--- config.mk ---
export PLATFORM = sky130hd
export DESIGN_NAME = target_waypoint_sequencer
export DESIGN_NICKNAME = d
export VERILOG_FILES = /design/src/rtl/nav_pkg.sv /design/src/rtl/waypoint_table.sv /design/src/rtl/target_waypoint_sequencer.sv
export SDC_FILE = /design/constraint.sdc
export NUM_CORES = 1
export LEC_CHECK = 0
export ABC_AREA = 0
export CAP_MARGIN = 10
export CORE_ASPECT_RATIO = 1.1
export CORE_MARGIN = 10
export CORE_UTILIZATION = 56
export CTS_CLUSTER_SIZE = 28
export DETAILED_ROUTE_END_ITERATION = 10
export PLACE_DENSITY = 0.77
export SYNTH_ARGS = -nofsm -noshare
export SYNTH_HDL_FRONTEND = slang
export SYNTH_SLANG_ARGS = --single-unit
--- constraint.sdc ---
create_clock -name clock -period 8.5 [get_ports clock]
set_input_delay 1.7 -clock clock [delete_from_list [all_inputs] [get_ports clock]]
set_output_delay 1.7 -clock clock [all_outputs]
set_load 0.01 [all_outputs]
--- src/rtl/nav_pkg.sv ---
// Shared navigation types: polar location packing {theta, r}, the waypoint
// table reset image, and the sequencer state encoding.
package nav_pkg;

   localparam int THETA_W           = 5;
   localparam int R_W               = 7;
   localparam int LOC_W             = THETA_W + R_W;
   localparam int DEG_PER_THETA_LSB = 15;

   localparam logic [LOC_W-1:0] DEFAULT_LOCATION = {5'd6, 7'd24};
   localparam logic [LOC_W-1:0] RST_ENTRY1       = {5'd1, 7'd32};
   localparam logic [LOC_W-1:0] RST_ENTRY2       = {5'd7, 7'd48};
   localparam logic [LOC_W-1:0] RST_ENTRY3       = {5'd8, 7'd10};
   localparam logic [LOC_W-1:0] RST_ENTRY4       = {5'd11, 7'd80};

   typedef enum logic [1:0] {
      IDLE = 2'd0,
      RUN  = 2'd1,
      DONE = 2'd2
   } seq_state_e;

   // Entries beyond the preloaded route fall back to the home location.
   function automatic logic [LOC_W-1:0] reset_entry(input int idx);
      case (idx)
         1:       return RST_ENTRY1;
         2:       return RST_ENTRY2;
         3:       return RST_ENTRY3;
         4:       return RST_ENTRY4;
         default: return DEFAULT_LOCATION;
      endcase
   endfunction

endpackage

--- src/rtl/waypoint_table.sv ---
// DEPTH x LOC_W waypoint register file with a reset image, one write port and
// a combinational read port that forwards same-cycle write data.
module waypoint_table
   import nav_pkg::*;
#(
   parameter int DEPTH  = 8,
   parameter int ADDR_W = 3
) (
   input  logic              clock_i,
   input  logic              reset_n_i,
   input  logic              wr_en_i,
   input  logic [ADDR_W-1:0] wr_addr_i,
   input  logic [LOC_W-1:0]  wr_data_i,
   input  logic [ADDR_W-1:0] rd_addr_i,
   output logic [LOC_W-1:0]  rd_data_o
);

   logic [LOC_W-1:0] mem_q [DEPTH];

   always_ff @(posedge clock_i) begin
      if (!reset_n_i) begin
         for (int i = 0; i < DEPTH; i++) mem_q[i] <= reset_entry(i);
      end else if (wr_en_i) begin
         mem_q[wr_addr_i] <= wr_data_i;
      end
   end

   // Forwarding lets an edit to the upcoming index land on location one cycle later.
   assign rd_data_o = (wr_en_i && (wr_addr_i == rd_addr_i)) ? wr_data_i : mem_q[rd_addr_i];

endmodule

--- src/rtl/target_waypoint_sequencer.sv ---
// Drives the rover's current polar target: either a manually selected table
// entry or a route through entries 0..len-1 advanced by arrival pulses.
module target_waypoint_sequencer
   import nav_pkg::*;
#(
   parameter int DEPTH  = 8,
   parameter int ADDR_W = 3
) (
   input  logic              clock,
   input  logic              reset_n,
   input  logic              mode,
   input  logic [ADDR_W-1:0] sel,
   input  logic [ADDR_W:0]   route_len,
   input  logic              start,
   input  logic              arrived,
   input  logic              wr_en,
   input  logic [ADDR_W-1:0] wr_addr,
   input  logic [LOC_W-1:0]  wr_data,
   output logic [LOC_W-1:0]  location,
   output logic              new_target,
   output logic [ADDR_W-1:0] cur_index,
   output logic              busy,
   output logic              route_done
);

   localparam logic [ADDR_W:0] DEPTH_L = (ADDR_W+1)'(DEPTH);

   seq_state_e        state_q, state_d;
   logic [ADDR_W:0]   len_q, len_d;
   logic [ADDR_W-1:0] idx_q, idx_d;
   logic [LOC_W-1:0]  loc_q, loc_d;
   logic              new_target_q, busy_q, done_q;
   logic              load;
   logic [LOC_W-1:0]  rd_data;

   waypoint_table #(
      .DEPTH  (DEPTH),
      .ADDR_W (ADDR_W)
   ) u_table (
      .clock_i   (clock),
      .reset_n_i (reset_n),
      .wr_en_i   (wr_en),
      .wr_addr_i (wr_addr),
      .wr_data_i (wr_data),
      .rd_addr_i (idx_d),
      .rd_data_o (rd_data)
   );

   // The table is read at the index that will drive location after this edge.
   always_comb begin
      state_d = state_q;
      idx_d   = idx_q;
      len_d   = len_q;
      load    = 1'b1;
      if (!mode) begin
         state_d = IDLE;
         idx_d   = sel;
      end else begin
         case (state_q)
            RUN: begin
               if (arrived) begin
                  if ({1'b0, idx_q} == len_q - 1'b1) state_d = DONE;
                  else                               idx_d   = idx_q + 1'b1;
               end
            end
            default: begin
               if (start && (route_len != '0)) begin
                  len_d   = (route_len > DEPTH_L) ? DEPTH_L : route_len;
                  idx_d   = '0;
                  state_d = RUN;
               end else if (state_q == IDLE) begin
                  load = 1'b0;
               end
            end
         endcase
      end
      loc_d = load ? rd_data : loc_q;
   end

   always_ff @(posedge clock) begin
      if (!reset_n) begin
         state_q      <= IDLE;
         len_q        <= '0;
         idx_q        <= '0;
         loc_q        <= DEFAULT_LOCATION;
         new_target_q <= 1'b0;
         busy_q       <= 1'b0;
         done_q       <= 1'b0;
      end else begin
         state_q      <= state_d;
         len_q        <= len_d;
         idx_q        <= idx_d;
         loc_q        <= loc_d;
         new_target_q <= (loc_d != loc_q);
         busy_q       <= (state_d == RUN);
         done_q       <= (state_d == DONE);
      end
   end

   assign location   = loc_q;
   assign new_target = new_target_q;
   assign cur_index  = idx_q;
   assign busy       = busy_q;
   assign route_done = done_q;

endmodule

Word-level counts from Yosys, hierarchy flattened
Memory sizes are Yosys's and may differ from the RTL's.
Cells that the tools add are included.
W data, S select, Z words.
{"block": "totals", "in_bits": 28, "ramBits": 96, "reg_bits": 24, "word_cells": 53, "n_memories": 1}
{"block": "classes", "addsub": 2, "n_reduce_logical": 6, "muxes": 29, "eq_ne": 6, "n_bitwise": 1, "n_lt_le_gt_ge": 1}
{"name": "u_table.mem_q", "words": 8, "word_bits": 12, "rd": 1, "rd_clocked_by_memory_dff": 0, "wr": 8, "line_no": "waypoint_table.sv:18", "rtl": "logic [LOC_W-1:0] mem_q [DEPTH];"}
{"op": "$mux W12", "count": 8}
{"op": "$mux W3", "count": 6}
{"op": "$ne A12 B12 Y1", "count": 1}
{"op": "$reduce_or A12 Y1", "count": 1}
{"op": "$mux W2", "count": 5}
{"op": "$mux W1", "count": 9}
{"op": "$eq A2 B1 Y1 const B", "count": 2}
{"op": "$eq A3 B4 Y1", "count": 1}
{"op": "$gt A4 B4 Y1 const B", "count": 1}
{"op": "$mux W4", "count": 1}
{"op": "$reduce_bool A4 Y1", "count": 1}
{"op": "$sub A4 B1 Y4 const B", "count": 1}
{"op": "$add A3 B1 Y3 const B", "count": 1}
{"op": "$eq A3 B3 Y1", "count": 1}
{"op": "$reduce_and A3 Y1", "count": 1}
{"op": "$eq A2 B2 Y1 const B", "count": 1}
{"op": "$logic_and A1 B1 Y1", "count": 2}
{"op": "$logic_not A2 Y1", "count": 1}
{"op": "$not A1 Y1", "count": 1}

Logic depth before layout (Yosys ltp)
Gate-level depths: netlist (run 1).
{"block": "depth", "depth_word": 11, "mapped_depth": 16}

Modules after synthesis
A second synthesis (run 1) with hierarchy kept.
{"block": "hier_totals", "hier_cells": 421, "hier_area_um2": 5870.6}
{"mod": "waypoint_table", "area_each_um2": 4613.2, "cells_per_inst": 281, "n_inst": 1}
{"mod": "target_waypoint_sequencer", "area_each_um2": 1257.5, "cells_per_inst": 140, "n_inst": 1}

Worst setup path after synthesis (run 1)
OpenSTA, ideal clock, no wires.
{"block": "synth_path", "path_kind": "input to register", "from": "in route_len[0]", "to": "reg new_target_q, in the netlist new_target", "t_arrival_ns": 4.581, "stages": 14, "n_path_buf": 3, "slack_ns": 3.796, "path_cell_list": "o41ai_1 > o21ai_0 > or3_1 > buf_6 > a31oi_4 > buf_8 > buf_12 > a21oi_1 > a221oi_2 > nor3_1 > o41ai_2 > a41oi_1 > o31ai_2 > o21ai_1"}
{"block": "synth_via", "elab_chain_cells": 10, "word_cells_on_any_way": 14}
{"item": "from (decl)", "line_no": "target_waypoint_sequencer.sv:13", "rtl": "input logic [ADDR_W:0] route_len,"}
{"item": "$reduce_bool A4 Y1 (*)", "line_no": "target_waypoint_sequencer.sv:67", "rtl": "if (start && (route_len != '0)) begin"}
{"item": "$logic_and A1 B1 Y1 (*)", "line_no": "target_waypoint_sequencer.sv:67"}
{"item": "parallel branches: the longest is 6 deep, another holds $mem_v2 Z8 W12"}
{"item": "$mux W12 (*)", "line_no": "target_waypoint_sequencer.sv:77", "rtl": "loc_d = load ? rd_data : loc_q;"}
{"item": "$ne A12 B12 Y1 (*)", "line_no": "target_waypoint_sequencer.sv:94", "rtl": "new_target_q <= (loc_d != loc_q);"}
{"item": "to (signal assigned)", "line_no": "target_waypoint_sequencer.sv:94"}
{"item": "to (decl)", "line_no": "target_waypoint_sequencer.sv:32", "rtl": "logic new_target_q, busy_q, done_q;"}
Mark *: on every way between the ends.
A chain may end at the register's enable or synchronous reset.

Worst setup path in the final report (run 1)
Ends and elaborated chain as after synthesis.

==> results.md, run 1 <==
* Global placer's final weighted congestion at 0.964
* Data arrival time at the worst-slack endpoint at 6.40 ns
* Primary FF master, synth: edfxtp_1
* Die Ht at 129 um
* Maximum level of the CTS H-tree at 4
* End of the worst register-to-register path: new_target$_SDFF_PN0_
* Routed vias/inst at 6.46
* Antenna cells at 0
* Skew final at 0.00570 ns
* Max Cap Violations at 0
* Internal Power at 0.00132 W
* CTS Buffer Depth at 2
* Floorplan die area at 15,500 sq um
* Post-CTS clock slew at the launch and capture registers of the worst setup and hold paths at 0.06 ns
* Iteration count of the initial detailed-routing pass at 6
* Delay of the slowest cell on the worst path at 0.82 ns
* Type of the worst min-delay path: reg2reg
* # port buffers at 45
* Site Rows at 39
* Library cell with the highest instance count after synthesis: edfxtp_1
* Power share of the combinational group at 0.138
* Async S/R FF share, synth at 0
* Largest delay share family, worst path: compound AO/OA/AOI/OAI gates
* Worst flop-to-flop path startpoint: len_q[0]$_SDFFE_PN0P_
* CP required at 8.84 ns
* Synth Cell Area at 6100 sq um
* Clock buffer count from CTS at 17
* Number of fill cells in the layout at 778
* Count of pins over their slew limit at 0
* Routed wire per std cell at 23.0 um
* Fraction of synthesized cell area taken by the top area cell type at 0.473
* Part of the cycle the worst path needs at 0.713
* CP Launch Type: primary input
* Clock Tree Root: clkbuf_16
* Remaining max-slew budget at the tightest pin at 0.170
* Vias after detailed routing at 4,919
* Number of buffers and inverters on the critical path at 1
* Syn nets at 592
* Antenna Nets Post-Route at 0
* Areal power density over the cells at 238 nW/um^2
* Residual DRC at 0
* Unrepaired setup endpoints after global routing: false
* Critical path capture point: new_target$_SDFF_PN0_
* Crit-path max FO at 23
* Reg2reg path depth at 12
* Count of final hold-check violations at 0
* Synth Instances at 562
* Avg Synthesized Cell Area at 10.8 sq um
* Number of setup buffers added after CTS at 0
* Number of cells on the critical path at 11
* Fraction of the yosys area taken by sequential cells at 0.552
* CP endpoint kind: register
* Number of warnings reported in the yosys synthesis log at 0
* Total of cells resized after clock tree synthesis at 0
* Most area-consuming cells after synthesis: edfxtp_1 (47%), dfxtp_1 (7.9%), nand2_1 (4.9%)
* Switching Power at 0.000426 W
* Via count of the first global-routing pass at 4,956
* Number of sinks handled by clock tree synthesis at 120
* Cells along the critical path: clkdlybuf4s50_1 > o41ai_1 > o21ai_0 > or3_1 > a31oi_4 > mux2i_1 > nand3_1 > mux2_2 > o221a_1 > and4b_1 > o21ai_1
* Final-layout worst hold slack at 0.521 ns
* Tot GR Track Use at 0.225
* Post-Route WL at 17,500 um
* Worst Path Class, Setup: in2reg
* Endpoints failing setup at 0
* Master of the slowest instance on the critical path: o41ai_1
* Final #Nets at 636
* Core region area at 10,500 sq um
* Leakage power summed over all cells at 2.59 nW
* Die outline width at 119 um
* Status: complete, no violations
* Number of antenna violations at the first check in global routing at 0
* Synth top cells by count: edfxtp_1 (96), nand2_1 (80), and2_1 (42)
* Fraction of power consumed by the clock network at 0.461
* Register bit total from synthesis at 120
* Proportion of layout cells with a drive suffix above 1 at 0.0953
* CTS tree: built
* Area leader, netlist: edfxtp_1
* Number of enable-type register cells in the synthesized netlist at 96
* Final-layout setup total negative slack at 0 ns
* Number of design-rule violations left by the first detailed-router iteration at 643
* Synth-to-layout area growth at 19.9%
* Overflow left after global routing at 0
* Pin count of the biggest net entering global routing at 34
* Relative contribution of sequential cells to total power at 0.401
* Clock period minus final worst setup slack at 6.06 ns
* Fin util at 0.694
* Hold-fix buffers, CTS at 0
* Tightest Pin Transition at 1.24 ns
* Worst IR drop on VDD at 156 uV
* Starting utilization of the core area at 0.578
* HPWL after detailed placement at 11,600 um
* Maximum clock rate at 165 MHz
* CP startpoint: route_len[0]
* Total I/O pin count at 46
* Clock network latency to the later pin of the worst-skew pair at 0.41 ns
* Global-route wire length before repair at 27,100 um
* Post-synth cell types at 71
* Internal reg-to-reg setup slack at 3.87 ns
* Net switching fraction of the power at 0.244
-- cell families (layout without fill, tap and decap cells) --
kind of cell             Yosys count  in the layout  synth area share
AO/OA/AOI/OAI                    106            106             0.134
multiplexers                      23             23            0.0421
adder cells (fa/ha/maj)            2              2           0.00410
flip-flops                       120            120             0.552
buffers and inverters             47            104            0.0373
AND/OR/NAND/NOR                  253            253             0.212
XOR/XNOR                          11             11            0.0183
-- per-stage QoR --
| step | instance area [sq um] | setup slack [ns] | power [W] | instances |
|---|---|---|---|---|
| after global routing | 7310 | 2.16 | 0.00179 | 762 |
| after detailed placement | 6650 | 2.17 | 0.000942 | 729 |
| after CTS | 7310 | 2.54 | 0.00174 | 761 |
| after global placement | 6650 | 2.34 | 0.000935 | 729 |
| final | 7310 | 2.44 | 0.00174 | 762 |
| after floorplan | 6100 | 3.80 | 0.000850 | 562 |
-- power by group through the flow --
stage / combinational [W] / sequential, W / clock (W)
finish: 0.000240 / 0.000699 / 0.000804
global route: 0.000257 / 0.000702 / 0.000836
CTS: 0.000235 / 0.000698 / 0.000808
detailed placement: 0.000233 / 0.000709 / 0
global placement: 0.000227 / 0.000708 / 0
floorplan: 0.000145 / 0.000705 / 0
-- worst min-delay path by stage --
| stage | from | end | slack, ns | cells past startpoint |
|---|---|---|---|---|
| after floorplan | len_q[1]$_SDFFE_PN0P_ | len_q[1]$_SDFFE_PN0P_ | 0.51 | 2 |
| after global placement | location[8]$_SDFF_PN1_ | location[8]$_SDFF_PN1_ | 0.50 | 2 |
| after detailed placement | location[8]$_SDFF_PN1_ | location[8]$_SDFF_PN1_ | 0.52 | 2 |
| after CTS | location[8]$_SDFF_PN1_ | location[8]$_SDFF_PN1_ | 0.53 | 2 |
| after global routing | location[4]$_SDFF_PN1_ | location[4]$_SDFF_PN1_ | 0.56 | 2 |
| final | location[8]$_SDFF_PN1_ | location[8]$_SDFF_PN1_ | 0.52 | 2 |
-- layout by cell type, fill, tap and decap left out, drive strengths merged, types with 6 or more instances in the layout --
cell / Yosys / layout
a211oi: 7 / 7
a21oi: 18 / 18
a221oi: 6 / 6
a311oi: 6 / 6
a32oi: 6 / 6
and2: 42 / 42
buf: 12 / 13
bufinv: 0 / 6
clkbuf: 21 / 18
clkdlybuf4s50: 0 / 45
clkinv: 5 / 11
dfxtp: 24 / 24
edfxtp: 96 / 96
inv: 9 / 9
mux2: 8 / 8
mux2i: 14 / 14
nand2: 80 / 80
nand2b: 12 / 12
nand3: 8 / 8
nor2: 23 / 23
nor2b: 11 / 11
nor3: 31 / 31
nor4: 9 / 9
o21ai: 16 / 16
o221ai: 6 / 6
or3: 20 / 20
xnor2: 6 / 6
-- sequential cells by signal, summed over array words and instances, names as in the netlist --
| name | flops |
|---|---|
| location | 12 |
| len_q | 4 |
| new_target | 1 |
| cur_index | 3 |
| busy | 1 |
| route_done | 1 |
| u_table.mem_q | 96 |
| state_q | 2 |
-- routing by layer --
| metal | GRT usage | wire length (um) | share of wire | vias to the layer above |
|---|---|---|---|---|
| li1 | - | - | - | 2194 |
| met1 | 0.274 | 6830 | 0.39 | 2350 |
| met2 | 0.368 | 8370 | 0.48 | 313 |
| met3 | 0.0604 | 1630 | 0.093 | 62 |
| met4 | 0.105 | 684 | 0.039 | 0 |
| met5 | 0 | 0 | 0 | - |
-- layout make-up --
type / instances / area [sq um] / area share
clock buffers: 18 / 429 / 0.0587
clock inverters: 14 / 229 / 0.0313
inverters: 14 / 52.6 / 0.00719
multi-input cells: 395 / 2510 / 0.344
flip-flops and latches: 120 / 3360 / 0.460
well taps: 143 / 179 / 0.0245
repair buffers: 58 / 548 / 0.0749
-- worst min-delay path, stage by stage, from the launching register on --
cell	delay (ns)
dfxtp_1	0.35
nand2_1	0.05
o311ai_0	0.08
No activity file was read; power rests on OpenSTA's default activity.
==> run 2, diff against run 1 <==
Settings changed: CORE_UTILIZATION 56 to 53, PLACE_DENSITY 0.77 to 0.76.
Clock period 8.5 ns to 5.4 ns, I/O delays scaled along.
==> results.md, run 2 (synthesis results as in run 1) <==
* Areal power density over the cells at 347 nW/um^2 (+45%)
* CP endpoint kind: register
* Total I/O pin count at 46 (unchanged)
* Count of final hold-check violations at 0 (unchanged)
* Max Cap Violations at 0 (unchanged)
* Post-CTS clock slew at the launch and capture registers of the worst setup and hold paths at 0.05 ns (about the same)
* # port buffers at 45 (unchanged)
* Unrepaired setup endpoints after global routing: false
* Status: complete, no violations
* Skew final at 0.00533 ns (-0.000369 ns)
* Overall power at 0.00251 W (+44%)
* Top library cells by usage in the layout, fill and taps aside: edfxtp_1 (96), nand2_1 (80), clkdlybuf4s50_1 (45)
* Proportion of layout cells with a drive suffix above 1 at 0.103 (+0.00741)
* Core region area at 11,400 sq um (+8.0%)
* Maximum clock rate at 215 MHz
* Antenna Nets Post-Route at 0 (unchanged)
* Global-route wire length before repair at 25,300 um (-6.5%)
* Vias after detailed routing at 4,770 (-3.0%)
* Routed vias/inst at 6.17 (-4.4%)
* WHS Path Cells at 2 (unchanged)
* Total of cells resized after clock tree synthesis at 0 (unchanged)
* CP required at 5.75 ns (-3.09 ns)
* Part of the cycle the worst path needs at 0.860
* Endpoints failing setup at 0 (unchanged)
* Worst Path Class, Setup: in2reg
* Net switching fraction of the power at 0.254 (+0.0102)
* Reg2reg path depth at 14 (+2)
* Antenna cells at 0 (unchanged)
* Switching Power at 0.000640 W (+50%)
* Remaining max-slew budget at the tightest pin at 0.257 (+0.0870)
* Power share of the combinational group at 0.149 (+0.011)
* Routed wire per std cell at 21.1 um (-8.1%)
* Hold-fix buffers, CTS at 0 (unchanged)
* Clock period minus final worst setup slack at 4.64 ns
* Die Ht at 132 um (+2.4%)
* Data arrival time at the worst-slack endpoint at 4.99 ns (-1.41 ns)
* Number of flip-flops under the largest register name at 96 (unchanged)
* Fraction of power consumed by the clock network at 0.415 (-0.046)
* Clock buffer count from CTS at 17 (unchanged)
* Number of design-rule violations left by the first detailed-router iteration at 551 (-14%)
* Worst IR drop on VDD at 243 uV (+56%)
* CTS Buffer Depth at 2 (unchanged)
* Pin count of the biggest net entering global routing at 32 (-5.9%)
* Post-Route WL at 16,300 um (-6.7%)
* Crit-path max FO at 18 (-22%)
* HPWL after detailed placement at 11,000 um (-5.6%)
* Number of setup buffers added after CTS at 0 (unchanged)
* Count of pins over their slew limit at 0 (unchanged)
* Tot GR Track Use at 0.200 (-0.0252)
* Overflow left after global routing at 0 (unchanged)
* Via count of the first global-routing pass at 4,700 (-5.2%)
* Synth-to-layout area growth at 18.9%
* Number of sinks handled by clock tree synthesis at 120 (unchanged)
* Global placer's final weighted congestion at 0.946 (-1.8%)
* Starting utilization of the core area at 0.535 (-0.0431)
* Tightest Pin Transition at 1.11 ns (-0.130 ns)
* Relative contribution of sequential cells to total power at 0.436 (+0.035)
* Number of antenna violations at the first check in global routing at 0 (unchanged)
* Type of the worst min-delay path: reg2reg
* Residual DRC at 0 (unchanged)
* Placed cell count at 738 (+1.2%)
* CTS tree: built
* Internal Power at 0.00187 W (+42%)
* Iteration count of the initial detailed-routing pass at 5 (-1)
* Maximum level of the CTS H-tree at 4 (unchanged)
* CP Launch Type: primary input
* Site Rows at 41 (+5.1%)
* Final-layout setup total negative slack at 0 ns (unchanged)
* Clock network latency to the later pin of the worst-skew pair at 0.41 ns (about the same)
* Leading cell type in the layout, fill and taps excluded: edfxtp_1
* Die outline width at 122 um (+2.3%)
* Register with the highest flop count: u_table.mem_q
* Clock Tree Root: clkbuf_16
* Final std cells w/o fill at 773 (+1.4%)
* Final-layout worst hold slack at 0.527 ns (+0.00680 ns)
* Final #Nets at 640 (+0.63%)
* Floorplan die area at 16,200 sq um (+4.7%)
* Leakage power summed over all cells at 2.57 nW (-0.63%)
## run 2: cell count changes in the layout (fill, tap and decap cells not counted), sizes merged
cell / previous run / this run
bufinv: 6 / 0
clkinvlp: 2 / 1
buf: 13 / 17
inv: 9 / 10
clkbuf: 18 / 25
clkinv: 11 / 10
## run 2: worst max-delay path, stage by stage
cell	delay, ns
clkdlybuf4s50_1	0.44
o41ai_1	0.39
buf_4	0.20
o21ai_0	0.07
or3_1	0.46
a31oi_4	0.25
buf_4	0.30
mux2_2	0.22
o22ai_1	0.09
a221oi_1	0.70
mux2i_1	0.22
o221a_1	0.27
and4b_1	0.17
o21ai_1	0.12
## run 2: power groups by stage
stage / Sequential [W] / Clock (W) / Combinational [W]
after global routing: 0.00110 / 0.00109 / 0.000405
after floorplan: 0.00111 / 0 / 0.000228
after global placement: 0.00111 / 0 / 0.000360
after detailed placement: 0.00111 / 0 / 0.000366
final: 0.00110 / 0.00104 / 0.000374
after CTS: 0.00110 / 0.00104 / 0.000369
## run 2: worst paths after layout
kind	from	slack (ns)	end
setup / recovery	route_len[0]	0.76	new_target$_SDFF_PN0_
hold / removal	location[4]$_SDFF_PN1_	0.53	location[4]$_SDFF_PN1_
setup reg to reg	len_q[0]$_SDFFE_PN0P_	1.21	new_target$_SDFF_PN0_
hold reg to reg	location[4]$_SDFF_PN1_	0.53	location[4]$_SDFF_PN1_
## run 2: final cells by class
class	instances	area, sq um
clock inverters	7	38.8
multi-input cells	395	2510
flip-flops and latches	120	3360
fillers	915	4140
repair buffers	62	578
well taps	150	188
inverters	14	52.6
clock buffers	25	517
## run 2: through the flow
stage,util,worst slack [ns],cell area (sq um)
floorplan,-,1.32,6100
global placement,0.586,0.505,6670
detailed placement,0.586,0.430,6670
CTS,0.635,0.809,7230
global route,0.637,0.630,7250
finish,0.637,0.757,7250
## run 2: layer usage
metal,up-vias,routed length (um),track usage
met2,249,7780,0.320
met1,2278,6740,0.256
li1,2197,-,-
met3,46,1430,0.0447
met5,-,0,0
met4,0,384,0.0780
==> run 3, diff against run 2 <==
--- a/config.mk
+++ b/config.mk
@@ -11,6 +11,7 @@
 export CORE_MARGIN = 10
-export CORE_UTILIZATION = 53
+export CORE_UTILIZATION = 55
+export CTS_BUF_LIST = sky130_fd_sc_hd__clkbuf_2
 export CTS_CLUSTER_SIZE = 28
 export DETAILED_ROUTE_END_ITERATION = 10
-export PLACE_DENSITY = 0.76
+export PLACE_DENSITY = 0.79
 export SYNTH_ARGS = -nofsm -noshare
==> constraint.sdc (replaced) <==
create_clock -name clock -period 5.4 [get_ports clock]
set_input_delay 0.54 -clock clock [delete_from_list [all_inputs] [get_ports clock]]
set_output_delay 0.54 -clock clock [all_outputs]
set_load 0.01 [all_outputs]
==> results.md, run 3 (synthesis results as in run 1) <==
* Status: complete, no violations
* Clock buffer count from CTS at 17 (unchanged)
* Count of final hold-check violations at 0 (unchanged)
* Starting utilization of the core area at 0.561 (+0.0260)
* Areal power density over the cells at 287 nW/um^2 (-17%)
* Switching Power at 0.000585 W (-8.6%)
* Leading cell type in the layout, fill and taps excluded: edfxtp_1
* Cells along the critical path: inv_1 > ha_1 > xnor2_1 > o31ai_1 > and2_1 > o221ai_1 > nor2_1 > a32oi_1 > o221ai_1 > mux2_2 > o221a_1 > and4b_1 > o21ai_1
* Remaining max-slew budget at the tightest pin at 0.189 (-0.0674)
* Unrepaired setup endpoints after global routing: false
* Reg2reg path depth at 13 (-1)
* HPWL after detailed placement at 11,100 um (+0.89%)
* CTS tree: built
* Die Ht at 130 um (-1.6%)
* Clock Tree Root: clkbuf_2
* Number of cells on the critical path at 13 (-1)
* Delay of the slowest cell on the worst path at 0.76 ns (+0.06 ns)
* Part of the cycle the worst path needs at 0.781 (-0.0787)
* Leakage power summed over all cells at 2.40 nW (-6.5%)
* Data arrival time at the worst-slack endpoint at 4.86 ns (-0.13 ns)
* Maximum clock rate at 237 MHz (+10%)
* # port buffers at 45 (unchanged)
* Cell seen most often among critical-path stages: o221ai_1
* Tot GR Track Use at 0.207 (+0.00749)
* Worst IR drop on VDD at 152 uV (-37%)
* Overflow left after global routing at 0 (unchanged)
* Clock network latency to the later pin of the worst-skew pair at 0.68 ns (+0.27 ns)
* Fraction of power consumed by the clock network at 0.255 (-0.160)
* Site Rows at 40 (-2.4%)
* Multi-input gate area at 2510 sq um (unchanged)
* CP endpoint kind: register
* Post-CTS clock slew at the launch and capture registers of the worst setup and hold paths at 0.19 ns (+0.14 ns)
* Synth-to-layout area growth at 12.3%
* Floorplan die area at 15,700 sq um (-3.1%)
* Core region area at 10,900 sq um (-4.6%)
* Number of sinks handled by clock tree synthesis at 120 (unchanged)
* Crit-path max FO at 8 (-10)
* Internal reg-to-reg setup slack at 1.18 ns (-0.03 ns)
* Endpoints failing setup at 0 (unchanged)
* Iteration count of the initial detailed-routing pass at 5 (unchanged)
* Register with the highest flop count: u_table.mem_q
* Pin count of the biggest net entering global routing at 41 (+28%)
* Final-layout setup total negative slack at 0 ns (unchanged)
* Clock period minus final worst setup slack at 4.22 ns (-0.425 ns)
* Master of the slowest instance on the critical path: o221ai_1
* CTS Buffer Depth at 2 (unchanged)
* Total of cells resized after clock tree synthesis at 0 (unchanged)
* Number of flip-flops under the largest register name at 96 (unchanged)
* Final #Nets at 634 (-0.94%)
* Max Cap Violations at 0 (unchanged)
* Hold-fix buffers, CTS at 0 (unchanged)
* Worst Path Class, Setup: reg2reg
* Maximum level of the CTS H-tree at 4 (unchanged)
* Residual DRC at 0 (unchanged)
* Skew final at 0.0410 ns (+0.0356 ns)
* Top library cells by usage in the layout, fill and taps aside: edfxtp_1 (96), nand2_1 (80), clkdlybuf4s50_1 (45)
* Largest delay share family, worst path: compound AO/OA/AOI/OAI gates
* Number of buffers and inverters on the critical path at 1 (-2)
* Via count of the first global-routing pass at 4,721 (+0.45%)
* Routed wire per std cell at 21.2 um (+0.49%)
* Tightest Pin Transition at 1.21 ns (+0.100 ns)
* Relative contribution of sequential cells to total power at 0.557 (+0.121)
* Routed vias/inst at 6.30 (+2.0%)
* Proportion of layout cells with a drive suffix above 1 at 0.0972 (-0.00548)
* Global-route wire length before repair at 25,100 um (-0.87%)
* Type of the worst min-delay path: reg2reg
* Global placer's final weighted congestion at 0.933 (-1.4%)
* Number of fill cells in the layout at 883 (-3.5%)
* Number of design-rule violations left by the first detailed-router iteration at 539 (-2.2%)
* Seq. cell area at 3360 sq um (unchanged)
* Worst flop-to-flop path startpoint: len_q[0]$_SDFFE_PN0P_
* Total I/O pin count at 46 (unchanged)
* Critical path capture point: new_target$_SDFF_PN0_
* CP Launch Type: register
* Die outline width at 120 um (-1.5%)
* Number of setup buffers added after CTS at 0 (unchanged)
* Post-Route WL at 16,200 um (-0.55%)
* Count of pins over their slew limit at 0 (unchanged)
* Net switching fraction of the power at 0.297 (+0.0429)
* Internal Power at 0.00138 W (-26%)
* Vias after detailed routing at 4,816 (+0.96%)
* CP startpoint: len_q[0]$_SDFFE_PN0P_
* Fin util at 0.631 (-0.00592)
* CP required at 6.04 ns (+0.29 ns)
* Power share of the combinational group at 0.189 (+0.040)
* End of the worst register-to-register path: new_target$_SDFF_PN0_
* Number of antenna violations at the first check in global routing at 0 (unchanged)
* Antenna Nets Post-Route at 0 (unchanged)
run 3: worst min-delay path by stage:
| stage | from | endpoint | slack, ns | cells after the start |
|---|---|---|---|---|
| detailed placement | location[4]$_SDFF_PN1_ | location[4]$_SDFF_PN1_ | 0.50 | 2 |
| finish | location[4]$_SDFF_PN1_ | location[4]$_SDFF_PN1_ | 0.52 | 2 |
| global placement | location[8]$_SDFF_PN1_ | location[8]$_SDFF_PN1_ | 0.50 | 2 |
| global route | reset_n | location[3]$_SDFF_PN1_ | 0.56 | 3 |
| CTS | location[4]$_SDFF_PN1_ | location[4]$_SDFF_PN1_ | 0.52 | 2 |
| floorplan | len_q[1]$_SDFFE_PN0P_ | len_q[1]$_SDFFE_PN0P_ | 0.51 | 2 |
run 3: worst reg2reg max path, cell delays in order, from the launching register on:
cell	delay [ns]
dfxtp_1	0.44
inv_1	0.07
ha_1	0.30
xnor2_1	0.27
o31ai_1	0.18
and2_1	0.24
o221ai_1	0.76
nor2_1	0.42
a32oi_1	0.39
o221ai_1	0.25
mux2_2	0.35
o221a_1	0.24
and4b_1	0.17
o21ai_1	0.11
run 3: layer usage:
layer | global-route usage | routed length [um] | vias to the layer above
met2 | 0.348 | 7930 | 304
met5 | 0 | 0 | -
li1 | - | - | 2191
met1 | 0.249 | 6290 | 2285
met4 | 0.0803 | 306 | 0
met3 | 0.0567 | 1720 | 36
run 3: stage by stage:
step / hold slack, ns / cells / cell area (sq um) / power (W) / setup WS [ns]
final: 0.525 / 765 / 6850 / 0.00197 / 1.18
after global routing: 0.557 / 764 / 6850 / 0.00204 / 1.01
after global placement: 0.500 / 732 / 6660 / 0.00147 / 0.893
after floorplan: 0.513 / 562 / 6100 / 0.00134 / 1.86
after detailed placement: 0.501 / 732 / 6660 / 0.00148 / 0.801
after CTS: 0.523 / 764 / 6850 / 0.00196 / 1.32
run 3: power groups by stage:
stage	Combinational, W	Sequential, W	Clock, W
2_1_floorplan	0.000228	0.00111	0
3_3_place_gp	0.000356	0.00111	0
3_5_place_dp	0.000363	0.00111	0
4_1_cts	0.000365	0.00109	0.000505
5_1_grt	0.000399	0.00110	0.000542
6_report	0.000371	0.00109	0.000501
run 3: cell type report:
| class | count | area share |
|---|---|---|
| flip-flops and latches | 120 | 0.491 |
| multi-input cells | 395 | 0.367 |
| repair buffers | 56 | 0.0796 |
| well taps | 147 | 0.0269 |
| clock buffers | 22 | 0.0161 |
| clock inverters | 10 | 0.0115 |
| inverters | 14 | 0.00767 |
| diodes | 1 | 0.000365 |
